[config.mk]
export PLATFORM = sky130hd
export DESIGN_NAME = ps2_key_event_decoder
export DESIGN_NICKNAME = d
export VERILOG_FILES = /design/src/rtl/ps2_key_event_decoder.sv
export SDC_FILE = /design/constraint.sdc
export NUM_CORES = 1
export LEC_CHECK = 0
export ABC_AREA = 1
export CAP_MARGIN = 5
export CORE_ASPECT_RATIO = 0.7
export CORE_MARGIN = 2
export CORE_UTILIZATION = 60
export DETAILED_ROUTE_END_ITERATION = 16
export PLACE_DENSITY = 0.79
export SYNTH_ARGS = -nofsm -noshare
export SYNTH_HDL_FRONTEND = slang
export SYNTH_SLANG_ARGS = --single-unit
[constraint.sdc]
create_clock -name clk -period 3.12 [get_ports clk]
set_input_delay 0.624 -clock clk [delete_from_list [all_inputs] [get_ports clk]]
set_output_delay 0.624 -clock clk [all_outputs]
set_load 0.005 [all_outputs]
[src/rtl/ps2_key_event_decoder.sv]
// PS/2 byte-stream decoder: make/break, E0-extended and E1 (Pause) events into a FWFT FIFO.
// Define PS2_DECODE_TIMEOUT_EN to build the prefix watchdog (TIMEOUT_CYCLES).
module ps2_key_event_decoder #(
  parameter int DEPTH          = 16,
  parameter int PAUSE_SKIP     = 7,
  parameter int TIMEOUT_CYCLES = 50000
) (
  input  logic                     clk,
  input  logic                     reset,
  input  logic                     scan_done_tick,
  input  logic [7:0]               scan_data,
  input  logic                     ev_ready,
  input  logic                     clr_overflow,
  output logic                     ev_valid,
  output logic                     ev_make,
  output logic                     ev_ext,
  output logic [7:0]               ev_code,
  output logic [$clog2(DEPTH):0]   ev_count,
  output logic                     overflow
);
  // state   | meaning
  // IDLE    | waiting for a code or prefix
  // BRK     | F0 seen, next code is a release
  // EXT     | E0 seen, next code is extended
  // EXT_BRK | E0 F0 seen, next code is an extended release
  // PAUSE   | E1 seen, swallowing the rest of the Pause sequence
  typedef enum logic [2:0] {S_IDLE, S_BRK, S_EXT, S_EXT_BRK, S_PAUSE} state_t;

  localparam int AW  = $clog2(DEPTH);
  localparam int CW  = AW + 1;
  localparam int SKW = $clog2(PAUSE_SKIP + 1) + 1;
  localparam logic [CW-1:0] FULL_CNT = CW'(DEPTH);

  state_t           r_state, w_state_nxt;
  logic [SKW-1:0]   r_skip;
  logic [9:0]       r_mem [DEPTH];
  logic [AW-1:0]    r_wr_ptr, r_rd_ptr;
  logic [CW-1:0]    r_count;
  logic             r_overflow;

  logic             w_is_e0, w_is_e1, w_is_f0, w_is_ack, w_special;
  logic             w_push, w_push_make, w_push_ext, w_skip_load, w_pause_last;
  logic [7:0]       w_push_code;
  logic             w_timeout, w_full, w_pop, w_write;

  assign w_is_e0      = (scan_data == 8'hE0);
  assign w_is_e1      = (scan_data == 8'hE1);
  assign w_is_f0      = (scan_data == 8'hF0);
  assign w_is_ack     = (scan_data == 8'hFA) || (scan_data == 8'hAA);
  assign w_special    = w_is_e0 || w_is_e1 || w_is_f0;
  assign w_pause_last = (r_skip <= SKW'(1));

`ifdef PS2_DECODE_TIMEOUT_EN
  localparam int TW = $clog2(TIMEOUT_CYCLES + 1);
  logic [TW-1:0] r_tmo_cnt;

  always_ff @(posedge clk) begin
    if (reset || scan_done_tick || r_state == S_IDLE) r_tmo_cnt <= TW'(TIMEOUT_CYCLES);
    else if (r_tmo_cnt != '0)                          r_tmo_cnt <= r_tmo_cnt - 1'b1;
  end

  assign w_timeout = (r_state != S_IDLE) && !scan_done_tick && (r_tmo_cnt == '0);
`else
  assign w_timeout = 1'b0;
`endif

  always_ff @(posedge clk) begin
    if (reset) r_state <= S_IDLE;
    else       r_state <= w_state_nxt;
  end

  always_comb begin
    w_state_nxt = r_state;
    if (w_timeout) begin
      w_state_nxt = S_IDLE;
    end else if (scan_done_tick) begin
      case (r_state)
        S_IDLE:  w_state_nxt = w_is_e0 ? S_EXT : w_is_f0 ? S_BRK : w_is_e1 ? S_PAUSE : S_IDLE;
        S_EXT:   w_state_nxt = w_is_f0 ? S_EXT_BRK : w_is_e0 ? S_EXT : w_is_e1 ? S_PAUSE : S_IDLE;
        S_PAUSE: w_state_nxt = w_pause_last ? S_IDLE : S_PAUSE;
        default: w_state_nxt = S_IDLE;
      endcase
    end
  end

  always_comb begin
    w_push      = 1'b0;
    w_push_make = 1'b1;
    w_push_ext  = 1'b0;
    w_push_code = scan_data;
    w_skip_load = 1'b0;
    if (scan_done_tick) begin
      case (r_state)
        S_IDLE: begin
          w_skip_load = w_is_e1;
          w_push      = !w_special && !w_is_ack;
        end
        S_BRK: begin
          w_push      = !w_special;
          w_push_make = 1'b0;
        end
        S_EXT: begin
          w_skip_load = w_is_e1;
          w_push      = !w_special;
          w_push_ext  = 1'b1;
        end
        S_EXT_BRK: begin
          w_push      = !w_special;
          w_push_make = 1'b0;
          w_push_ext  = 1'b1;
        end
        S_PAUSE: begin
          w_push      = w_pause_last;
          w_push_code = 8'hE1;
        end
        default: ;
      endcase
    end
  end

  always_ff @(posedge clk) begin
    if (reset)                                            r_skip <= '0;
    else if (w_skip_load)                                 r_skip <= SKW'(PAUSE_SKIP);
    else if (w_timeout)                                   r_skip <= '0;
    else if (scan_done_tick && r_state == S_PAUSE && r_skip != '0) r_skip <= r_skip - 1'b1;
  end

  // A push into a full FIFO is still accepted when the head leaves in the same cycle.
  assign w_full  = (r_count == FULL_CNT);
  assign w_pop   = (r_count != '0) && ev_ready;
  assign w_write = w_push && (!w_full || w_pop);

  always_ff @(posedge clk) begin
    if (w_write) r_mem[r_wr_ptr] <= {w_push_make, w_push_ext, w_push_code};
  end

  always_ff @(posedge clk) begin
    if (reset) begin
      r_wr_ptr   <= '0;
      r_rd_ptr   <= '0;
      r_count    <= '0;
      r_overflow <= 1'b0;
    end else begin
      if (w_write) r_wr_ptr <= r_wr_ptr + 1'b1;
      if (w_pop)   r_rd_ptr <= r_rd_ptr + 1'b1;
      if (w_write && !w_pop)      r_count <= r_count + 1'b1;
      else if (w_pop && !w_write) r_count <= r_count - 1'b1;
      if (w_push && !w_write)     r_overflow <= 1'b1;
      else if (clr_overflow)      r_overflow <= 1'b0;
    end
  end

  assign ev_valid = (r_count != '0);
  assign ev_make  = r_mem[r_rd_ptr][9];
  assign ev_ext   = r_mem[r_rd_ptr][8];
  assign ev_code  = r_mem[r_rd_ptr][7:0];
  assign ev_count = r_count;
  assign overflow = r_overflow;
endmodule
# Word level (Yosys, flattened, before mapping)
# Memory sizes are Yosys's and may differ from the RTL's. A register that Yosys moved wholly into a read port is not among the register bits.
# Index checks and enable logic that the tools add are counted.
dict set report word_totals {
  regBits 21
  inputBits 13
  memories 1
  ram_bits 160
  output_inout_bits 17
  word_cells 79
}
# name depth width rd rd_clocked_by_memory_dff write_ports line_no
set memory_table {}
lappend memory_table {r_mem 16 10 1 1 1 36} ;# logic [9:0] r_mem [DEPTH];
dict set report classes {
  n_lt_le_gt_ge 1
  muxes 27
  n_eq_ne 10
  n_reduce_logical 28
  add_sub_neg 5
}
# cell count
set op_table {}
lappend op_table {{$eq A8 B8 Y1 const B} 5}
lappend op_table {{$mux W3} 8}
lappend op_table {{$mux W8} 2}
lappend op_table {{$mux W1} 11}
lappend op_table {{$mux W5} 2}
lappend op_table {{$pmux W3 S3} 1}
lappend op_table {{$add A4 B1 Y4 const B} 2}
lappend op_table {{$logic_and A1 B1 Y1} 8}
lappend op_table {{$mux W4} 2}
lappend op_table {{$reduce_or A2 Y1} 4}
lappend op_table {{$eq A3 B2 Y1 const B} 2}
lappend op_table {{$reduce_bool A2 Y1} 3}
lappend op_table {{$add A5 B1 Y5 const B} 1}
lappend op_table {{$eq A5 B5 Y1 const B} 1}
lappend op_table {{$logic_not A1 Y1} 5}
lappend op_table {{$reduce_bool A5 Y1} 1}
lappend op_table {{$sub A5 B1 Y5 const B} 1}
lappend op_table {{$le A4 B1 Y1 const B} 1}
lappend op_table {{$logic_or A1 B1 Y1} 4}
lappend op_table {{$reduce_bool A4 Y1} 1}
lappend op_table {{$sub A4 B1 Y4 const B} 1}
lappend op_table {{$eq A3 B1 Y1 const B} 1}
lappend op_table {{$eq A3 B3 Y1 const B} 1}
lappend op_table {{$logic_not A3 Y1} 1}
lappend op_table {{2 further kinds} 2}

# Depth between registers and ports, before layout
# Gate-level depths: netlist (run 1).
dict set report depth {
  ltp_word 12
  mapped_depth 21
  mapped_depth_nobuf 21
}

# Worst setup path before layout (run 1)
# OpenSTA, ideal clock, no wires.
dict set report synth_timing {
  path_kind {input-to-reg}
  startpoint {input scan_data[2]}
  endpoint {register r_count[4], in the netlist ev_count[4]}
  path_buffers 0
  path_slack_ns 0.414
  path_stages 20
  required_ns 3.056
  setup_ns 0.064
  arrival_ns 2.642
  path_cell_list {inv_1 > nand2_2 > nor2_2 > nand2_2 > inv_1 > nor2_1 > nand2_1 > nand3_2 > nand3_4 > inv_8 > ha_1 > inv_1 > ha_1 > nand2_1 > nor2_1 > a211oi_1 > nor2_1 > o21ai_0 > nand2_1 > nor2_1}
}
dict set report synth_between {
  elab_chain_cells 11
  word_cells_on_any_way 19
  cone_classes {5 x eq/ne; 3 x mux; 11 x reduce/logical}
}
# item line_no
set synth_rtl {}
lappend synth_rtl {{start, declared} 11} ;# input logic [7:0] scan_data,
lappend synth_rtl {{$eq A8 B8 Y1 (on tied branches)} {46, 47}}
lappend synth_rtl {{$logic_or A1 B1 Y1 (2 in series)} 50} ;# assign w_special = w_is_e0 || w_is_e1 || w_is_f0;
lappend synth_rtl {{$logic_not A1 Y1} n/a}
lappend synth_rtl {{$logic_and A1 B1 Y1} 96} ;# w_push = !w_special && !w_is_ack;
lappend synth_rtl {{$pmux W1 S3 *} 93} ;# case (r_state)
lappend synth_rtl {{$mux W1 *} 92} ;# if (scan_done_tick) begin
lappend synth_rtl {{$logic_and A1 B1 Y1 *} 131} ;# assign w_write = w_push && (!w_full || w_pop);
lappend synth_rtl {{net w_write} 44} ;# logic w_timeout, w_full, w_pop, w_write;
lappend synth_rtl {{$logic_not A1 Y1} 147} ;# else if (w_pop && !w_write) r_count <= r_count - 1'b1;
lappend synth_rtl {{$logic_and A1 B1 Y1} 147}
lappend synth_rtl {{$reduce_bool A2 Y1 (no source line)} n/a}
lappend synth_rtl {{end signal, assigned} 146} ;# if (w_write && !w_pop) r_count <= r_count + 1'b1;
lappend synth_rtl {{end signal, assigned} 147}
lappend synth_rtl {{end, declared} 38} ;# logic [CW-1:0] r_count;
# The timed path passes the listed nets; every way through them passes the cells marked *.
# A chain may end at the register's enable or synchronous reset.

==> metrics, run 1 <==
RD Place Congestion ~0.85; Post-synth top cells 160 x edfxtp_1, 83 x inv_1, 63 x o21ai_0; H-tree depth 4; total power approximately 6.5 mW; final std cells w/o fill between 900 and 1000; first-pass GRT wire length ~28 mm; crit-path max FO 13; RSZ-0062 raised after global routing no; post-synth top area cell edfxtp_1; CTS root buf clkbuf_16; status complete, no violations; Mapped Cells about 670; Initial DRC Count between 500 and 600; final worst path period need between 2 and 3 ns; DP HPWL between 10 and 15 mm; FILL cells between 800 and 900; sequential cell area fraction in the yosys report 66.3%; initial core utilization between 60 and 70%; Arrival @ worst endpoint 2.34 ns; Post-synth ARST share 0%; Max Cap Viol 0; Primary FF master, synth edfxtp_1; CTS buffer count 17; synth-to-layout area growth 17.3%; WL final between 15 and 20 mm; dominant cells by area after synthesis edfxtp_1 60%, dfxtp_1 6.3%, mux2i_1 5.0%; peak supply drop between 0.4 and 0.5 mV; total iterations of the first detailed-routing run 5; Final Hold Vio Count 0; Post-Syn Area per Cell 11.9 sq um; Via Count roughly 5300; #FFs+latches synth approximately 190; Lkg Pwr ~3.5 nW; min-delay src overflow; setup violators final 0; Post-Route Utilization 71.7%; part of the cycle the worst path needs approximately 95%; Worst setup EP type output port; synthesized cell area between 0.008 and 0.009 sq mm; count leader, synth edfxtp_1; WL/cell roughly 19 um; worst-margin pin slew 0.782 ns; Remaining DRCs 0; Ports 30; Critical Path Start Type flop; post-DR vias/cell 5.77; Global Route met3 Usage approximately 5.3%; die width approximately 140 um; number of enable flip-flop cells after synthesis 160; initial antenna violation count 0; total track usage between 20% and 30%; Slew Limit Fails 0; FMAX roughly 340 MHz; R2R setup slack 0.39 ns; Worst-path clk slew approximately 0.070 ns; total clock sinks 185; busiest metal layer after global routing met2; Ys Warns 0; layout cells sized above 1 roughly 14%; clock buffer depth 2; PortBufs 29; min-delay worst type flop to flop; GR Util met2 approximately 42%; largest net degree at the start of global routing 44; Nets 769; core box area 0.0131 sq mm; placed instance count between 800 and 900; Max-slew headroom between 40% and 50%; die area roughly 0.014 sq mm; ant diodes 0; worst skew pair latency around 0.43 ns; Clock Skews 0.0108 ns; num rows 35; Yosys cell types 38; Post-Syn Nets 697; critical path class flop to output port; pwr dens around 700 mW/mm^2; WP data required around 2.5 ns; TritonCTS clock tree yes; area fraction of the dominant cell type after synthesis 60.0%; met1 Track Usage GR a little over a third; post-route ant nets 0; vias in the first global route 5265; r2r startpoint r_skip[0]; Die H around 100 um; total congestion overflow 0
## cells by family after synthesis
| family | share of synthesized area [%] |
|---|---|
| buffers and inverters | 5.86 |
| DFF | 66.3 |
| xor gates and xnor gates | 0.657 |
| AOI/OAI and AO/OA | 11.4 |
| muxes | 5.00 |
| adders and majority gates | 2.13 |
| and+or+nand+nor | 8.62 |
## final timing paths
| kind | cells after the start | end |
|---|---|---|
| setup / recovery | 6 | ev_make |
| hold / removal | 2 | overflow |
| setup reg to reg | 17 | ev_count[4] |
| hold reg to reg | 2 | overflow |
## final cells by class
| cell class | count | area (sq um) | share of cell area (%) |
|---|---|---|---|
| flip-flops and latches | 185 | 5310 | 56.5 |
| multi-input cells | 370 | 2230 | 23.8 |
| repair buffers | 83 | 744 | 7.93 |
| clock inverters | 14 | 133 | 1.41 |
| inverters | 86 | 334 | 3.56 |
| well taps | 166 | 208 | 2.21 |
| clock buffers | 18 | 429 | 4.57 |
## placed cells by master, fill, tap and decap left out, types with 2 or more instances in the layout
cell	count
edfxtp_1	160
inv_1	82
o21ai_0	63
nand2_1	60
a21oi_1	52
nor2_1	51
buf_4	48
mux2i_1	40
o211ai_1	40
clkdlybuf4s50_1	29
dfxtp_1	24
clkbuf_16	17
nand3_1	12
ha_1	12
nand2_2	6
inv_8	5
nand4_1	4
nand2_4	4
clkinv_4	4
clkinvlp_4	3
nor3_1	3
xor2_1	3
xnor2_1	3
buf_6	3
buf_12	3
nor2_2	2
o21ai_1	2
clkinv_1	2
inv_6	2
## where the power goes
group,switching (mW),internal (mW),leakage [nW]
Combinational,0.906,0.759,1.62
Clock,0.972,1.05,0.269
Sequential,0.0805,2.77,1.66
Total,1.96,4.59,3.55
## per-stage QoR
step / setup WS (ns) / hold WS (ns) / cell area (sq um) / setup TNS [ns]
2_1_floorplan: 0.414 / 0.451 / 8000 / 0
3_5_place_dp: -0.296 / 0.465 / 8750 / -0.478
4_1_cts: 0.0646 / 0.475 / 9360 / 0
6_report: 0.153 / 0.471 / 9390 / 0
3_3_place_gp: -0.0794 / 0.459 / 8750 / -0.0913
5_1_grt: 0.0153 / 0.506 / 9390 / 0
## flip-flops by register name, indices dropped and copies added, names as in the netlist, named ones only
signal / cells
r_skip: 4
r_state: 3
r_rd_ptr: 4
ev_count: 5
r_mem: 160
overflow: 1
r_wr_ptr: 4
## routing by layer
layer	share of wire, %	vias up
met5	0	-
met4	1.5	0
met3	8.1	27
met2	47	221
met1	43	2557
li1	-	2512
## what timing repair did
item                       in CTS  in global routing
setup endpoints to repair       2                  5
gates resized for setup         1                  3
buffers inserted                3                  1
hold buffers                    0                  0
## critical path, cell delays in order (launching register included)
cell and delay (ns):
dfxtp_1 0.42, clkinvlp_4 0.17, buf_12 0.17, o21ai_0 0.36
o211ai_1 0.19, nand2_1 0.10, clkdlybuf4s50_1 0.50
(Power assumes the default switching activity.)
==> inputs of run 2 (changes only) <==
--- a/config.mk
+++ b/config.mk
@@ -8,7 +8,7 @@
 export ABC_AREA = 1
 export CAP_MARGIN = 5
 export CORE_ASPECT_RATIO = 0.7
-export CORE_MARGIN = 2
+export CORE_MARGIN = 5
 export CORE_UTILIZATION = 60
 export DETAILED_ROUTE_END_ITERATION = 16
 export PLACE_DENSITY = 0.79
==> metrics, run 2 (same netlist as run 1, synthesis figures left out) <==
largest net degree at the start of global routing 41 (was 44); worst-margin pin slew 0.724 ns (was 0.782 ns); Critical Path Start Type flop (unchanged); Final Hold Slack 0.468 ns (was 0.471 ns); pwr dens 702 mW/mm^2 (was 697 mW/mm^2); setup violators final 0 (unchanged); DR top layer met4 (unchanged); num rows 35 (unchanged); Max-slew headroom 51.6% (was 47.7%); Worst R2R Path Depth 17 (unchanged); Setup WS pre-CTS -0.257 ns (was -0.296 ns); Ports 30 (unchanged); peak supply drop 0.432 mV (was 0.472 mV); core box area 0.0131 sq mm (unchanged); dpl cell area 0.00874 sq mm (was 0.00875 sq mm); initial core utilization 61.1% (unchanged); reg-to-reg critical path endpoint ev_count[4] (unchanged); WP data required 2.50 ns (about the same); Critical Path Sink ev_make (unchanged); worst skew pair latency 0.43 ns (about the same); critical path class flop to output port (unchanged); RD Place Congestion 0.888 (was 0.853); total track usage 23.1% (was 26.2%); TritonCTS clock tree yes (unchanged); Final Cell Area 0.00938 sq mm (was 0.00939 sq mm); most frequent cells in the layout 160 x edfxtp_1, 82 x inv_1, 61 x o21ai_0 (was 160 x edfxtp_1, 82 x inv_1, 63 x o21ai_0); post-route ant nets 0 (unchanged); FMAX 326 MHz (was 337 MHz); total iterations of the first detailed-routing run 5 (unchanged); CTS buffer count 17 (unchanged); Die H 107 um (was 101 um); Post-Route Utilization 71.6% (was 71.7%); Worst-path clk slew 0.07 ns (about the same); r2r startpoint r_skip[0] (unchanged); CTS root buf clkbuf_16 (unchanged); Arrival @ worst endpoint 2.45 ns (was 2.34 ns); Remaining DRCs 0 (unchanged); die area 0.0158 sq mm (was 0.0143 sq mm); status complete, no violations (unchanged); final worst path period need 3.07 ns (was 2.97 ns); Worst setup EP type output port (unchanged); Most flops, register r_mem (unchanged); WL final 17.6 mm (was 17.4 mm); met1 wire length 7.49 mm (was 7.55 mm); die width 148 um (was 142 um); Lkg Pwr 3.55 nW (about the same); total clock sinks 185 (unchanged); H-tree depth 4 (unchanged); Via Count 5357 (was 5317); part of the cycle the worst path needs 98.4% (was 95.1%); crit-path max FO 13 (unchanged); Initial DRC Count 502 (was 591); Max Cap Viol 0 (unchanged); initial antenna violation count 0 (unchanged); met3 wire len 1.41 mm (was 1.42 mm); FILL cells 832 (was 876); total congestion overflow 0 (unchanged); setup TNS 0 ns (unchanged); DP HPWL 11.6 mm (was 11.2 mm); clock buffer depth 2 (unchanged); Slew Limit Fails 0 (unchanged); synth-to-layout area growth 17.2% (was 17.3%); min-delay worst type flop to flop (unchanged); layout cells sized above 1 13.9% (was 14.0%); Clock Skews 0.00787 ns (was 0.0108 ns); first-pass GRT wire length 27.5 mm (was 27.6 mm); max FFs per register 160 (unchanged); wire length on met2 8.36 mm (was 8.21 mm); ant diodes 0 (unchanged); post-DR vias/cell 5.83 (was 5.77); commonest non-fill, non-tap cell in the layout edfxtp_1 (unchanged); R2R setup slack 0.44 ns (was 0.39 ns); Setup WS post-layout 0.0484 ns (was 0.153 ns); WL/cell 19.1 um (was 18.9 um); PortBufs 29 (unchanged); Nets 766 (was 769); vias in the first global route 5236 (was 5265); Final Hold Vio Count 0 (unchanged)
run 2: cell type report:
cell class / count / area [sq um] / share of cell area (%)
Clock buffer: 20 / 457 / 4.87
Clock inverter: 12 / 118 / 1.25
Inverter: 86 / 334 / 3.56
Multi-Input combinational cell: 370 / 2240 / 23.9
Sequential cell: 185 / 5310 / 56.6
Tap cell: 166 / 208 / 2.22
Timing Repair Buffer: 80 / 713 / 7.61
run 2: worst min path at each step:
stage,start,end,cells after the start
3_5_place_dp,overflow,overflow,2
5_1_grt,overflow,overflow,2
6_report,overflow,overflow,2
2_1_floorplan,r_rd_ptr[2],flop,2
4_1_cts,overflow,overflow,2
3_3_place_gp,overflow,overflow,2
run 2: metal layers:
| layer | track usage (%) | vias to the layer above |
|---|---|---|
| met3 | 4.82 | 33 |
| met2 | 36.6 | 245 |
| met5 | 0 | - |
| met1 | 31.9 | 2573 |
| met4 | 8.90 | 0 |
| li1 | - | 2506 |
run 2: repair_timing:
action | CTS | global route
endpoints found under the setup margin | 4 | 6
hold buffers | 0 | 0
setup buffers | 1 | 3
gates resized for setup | 0 | 8
run 2: stage by stage:
| step | total power [mW] | cells |
|---|---|---|
| final | 6.58 | 919 |
| after global routing | 6.87 | 919 |
| after CTS | 6.55 | 916 |
| after detailed placement | 4.49 | 883 |
| after global placement | 4.42 | 883 |
| after floorplan | 3.87 | 671 |
run 2: worst max-delay path: stages, from the launching register on:
cell,delay [ns]
dfxtp_1,0.42
clkinvlp_4,0.32
o21ai_0,0.52
o211ai_1,0.17
nand2_1,0.08
clkdlybuf4s50_1,0.50
run 2: report_power, final:
group / total, mW / internal (mW) / leakage (nW) / switching [mW]
clock network: 2.07 / 1.16 / 0.287 / 0.913
registers: 2.89 / 2.78 / 1.66 / 0.112
logic: 1.62 / 0.746 / 1.60 / 0.879
total: 6.58 / 4.68 / 3.55 / 1.90
==> inputs of run 3 (changes only) <==
--- a/config.mk
+++ b/config.mk
@@ -9,9 +9,9 @@
 export CAP_MARGIN = 5
 export CORE_ASPECT_RATIO = 0.7
 export CORE_MARGIN = 5
-export CORE_UTILIZATION = 60
+export CORE_UTILIZATION = 55
 export DETAILED_ROUTE_END_ITERATION = 16
-export PLACE_DENSITY = 0.79
+export PLACE_DENSITY = 0.76
 export SYNTH_ARGS = -nofsm -noshare
 export SYNTH_HDL_FRONTEND = slang
 export SYNTH_SLANG_ARGS = --single-unit
==> constraint.sdc (replaced) <==
create_clock -name clk -period 2.8 [get_ports clk]
set_input_delay 0.56 -clock clk [delete_from_list [all_inputs] [get_ports clk]]
set_output_delay 0.56 -clock clk [all_outputs]
set_load 0.005 [all_outputs]
==> metrics, run 3 (same netlist as run 1, synthesis figures left out) <==
status complete, no violations (unchanged); R2R setup slack 0.11 ns (was 0.44 ns); num rows 36 (was 35); Via Count 5461 (was 5357); Final Cell Area 0.00958 sq mm (was 0.00938 sq mm); Die H 111 um (was 107 um); DR top layer met4 (unchanged); worst skew pair latency 0.43 ns (about the same); WP buf/inv 3 (was 2); Max Cap Viol 0 (unchanged); TritonCTS clock tree yes (unchanged); max FFs per register 160 (unchanged); Final Hold Slack 0.468 ns (about the same); worst-margin pin slew 0.726 ns (was 0.724 ns); total congestion overflow 0 (unchanged); die width 154 um (was 148 um); Final Hold Vio Count 0 (unchanged); placed instance count 914 (was 883); dpl cell area 0.00884 sq mm (was 0.00874 sq mm); reg-to-reg critical path endpoint ev_count[4] (unchanged); multi-input combinational cell area 0.00227 sq mm (was 0.00224 sq mm); Clock Skews 0.00968 ns (was 0.00787 ns); hold depth 2 (unchanged); RSZ-0062 raised after global routing yes; FILL cells 989 (was 832); critical path class flop to output port (unchanged); Max-slew headroom 51.4% (was 51.6%); RD Place Congestion 0.858 (was 0.888); final worst path period need between 2 and 3 ns; synth-to-layout area growth 19.7% (was 17.2%); core box area 0.0141 sq mm (was 0.0131 sq mm); layout cells sized above 1 16.6% (was 13.9%); ant diodes 0 (unchanged); Hold EP overflow (unchanged); Post-Route Utilization 67.9% (was 71.6%); Critical Path Start Type flop (unchanged); Nets 780 (was 766); total track usage 21.0% (was 23.1%); post-DR vias/cell 5.71 (was 5.83); Setup WS post-layout 0.0401 ns (was 0.0484 ns); met1 wire length 8.07 mm (was 7.49 mm); DP HPWL 11.6 mm (about the same); Worst R2R Path Depth 15 (was 17); WL final 18.4 mm (was 17.6 mm); CTS root buf clkbuf_16 (unchanged); Critical Path, Cell by Cell buf_6, clkbuf_16, a21oi_1, o21ai_1, o211ai_1, nand3_1, nand2_1, clkdlybuf4s50_1 (was clkinvlp_4, o21ai_0, o211ai_1, nand2_1, clkdlybuf4s50_1); largest net degree at the start of global routing 43 (was 41); initial core utilization 56.8% (was 61.1%); Worst setup EP type output port (unchanged); most frequent cells in the layout 160 x edfxtp_1, 81 x inv_1, 59 x nand2_1 (was 160 x edfxtp_1, 82 x inv_1, 61 x o21ai_0); setup violators final 0 (unchanged); storage element area 0.00531 sq mm (unchanged); Setup WS pre-CTS -0.497 ns (was -0.257 ns); hold_buf cts 0 (unchanged); crit-path max FO 10 (was 13); clock buffer depth 2 (unchanged); min-delay worst type flop to flop (unchanged); setup TNS 0 ns (unchanged); part of the cycle the worst path needs 98.6%; peak supply drop 0.498 mV (was 0.432 mV); final std cells w/o fill 957 (was 919); Most flops, register r_mem (unchanged); pwr dens 769 mW/mm^2 (was 702 mW/mm^2); total power 7.37 mW (was 6.58 mW); post-route ant nets 0 (unchanged); CP delay by family, top buffers and inverters (unchanged); WP data required 2.24 ns (was 2.50 ns); die area 0.0171 sq mm (was 0.0158 sq mm); Remaining DRCs 0 (unchanged); slowest CP cell clkdlybuf4s50_1 (was o21ai_0); FMAX between 300 and 400 MHz; first-pass GRT wire length 28.1 mm (was 27.5 mm); CTS buffer count 17 (unchanged); Ports 30 (unchanged); met3 wire len 1.47 mm (was 1.41 mm); WL/cell 19.3 um (was 19.1 um); r2r startpoint r_skip[0] (unchanged); vias in the first global route 5355 (was 5236); Initial DRC Count 553 (was 502); Worst path max stage delay 0.49 ns (was 0.52 ns); Lkg Pwr 3.65 nW (was 3.55 nW); commonest non-fill, non-tap cell in the layout edfxtp_1 (unchanged); total clock sinks 185 (unchanged); initial antenna violation count 0 (unchanged); Slew Limit Fails 0 (unchanged); H-tree depth 4 (unchanged); Arrival @ worst endpoint 2.20 ns (was 2.45 ns); wire length on met2 8.58 mm (was 8.36 mm); total iterations of the first detailed-routing run 5 (unchanged); Worst-path clk slew 0.07 ns (about the same); PortBufs 29 (unchanged); min-delay src overflow (unchanged)
## run 3: worst register-to-register path, delay by kind of cell (launching register included)
family	cells	cell delay, ns
AO/OA/AOI/OAI	2	0.30
adder cells (fa/ha/maj)	3	0.83
buffers and inverters	2	0.12
AND/OR/NAND/NOR	8	0.96
flip-flops	1	0.36
## run 3: routing by layer
| metal | vias to the layer above | GRT usage [%] |
|---|---|---|
| li1 | 2536 | - |
| met1 | 2645 | 28.9 |
| met2 | 246 | 32.3 |
| met3 | 34 | 6.01 |
| met4 | 0 | 7.41 |
| met5 | - | 0 |
## run 3: layout make-up
type | count | area share (%)
clock buffer | 17 | 4.44
clock inverter | 15 | 1.21
inverter | 86 | 3.45
multi-input combinational | 370 | 23.7
sequential | 185 | 55.4
tap | 190 | 2.48
timing repair buffer | 94 | 9.31
## run 3: repair_timing
action | 4_1_cts | 5_1_grt
pin swaps | 5 | 10
endpoints found under the setup margin | 11 | 8
endpoints found under the hold margin | 0 | 0
resized for setup | 7 | 30
cloned | 0 | 3
buffers inserted | 4 | 4
## run 3: power breakdown
part	internal (mW)	switching [mW]	leakage (nW)	total [mW]
clock network	1.15	1.07	0.244	2.21
registers	3.09	0.0777	1.66	3.17
logic	0.898	1.09	1.75	1.99
total	5.14	2.23	3.65	7.37
## run 3: worst max-delay path by stage
stage | from | to | slack, ns | cells past startpoint
global placement | scan_data[6] | ev_count[4] | -0.34 | 20
detailed placement | scan_data[4] | ev_count[4] | -0.50 | 20
floorplan | scan_data[2] | ev_count[4] | 0.16 | 20
finish | flop | ev_code[1] | 0.04 | 8
CTS | flop | ev_code[4] | 0.0006 | 7
global route | scan_data[0] | ev_count[4] | -0.13 | 21
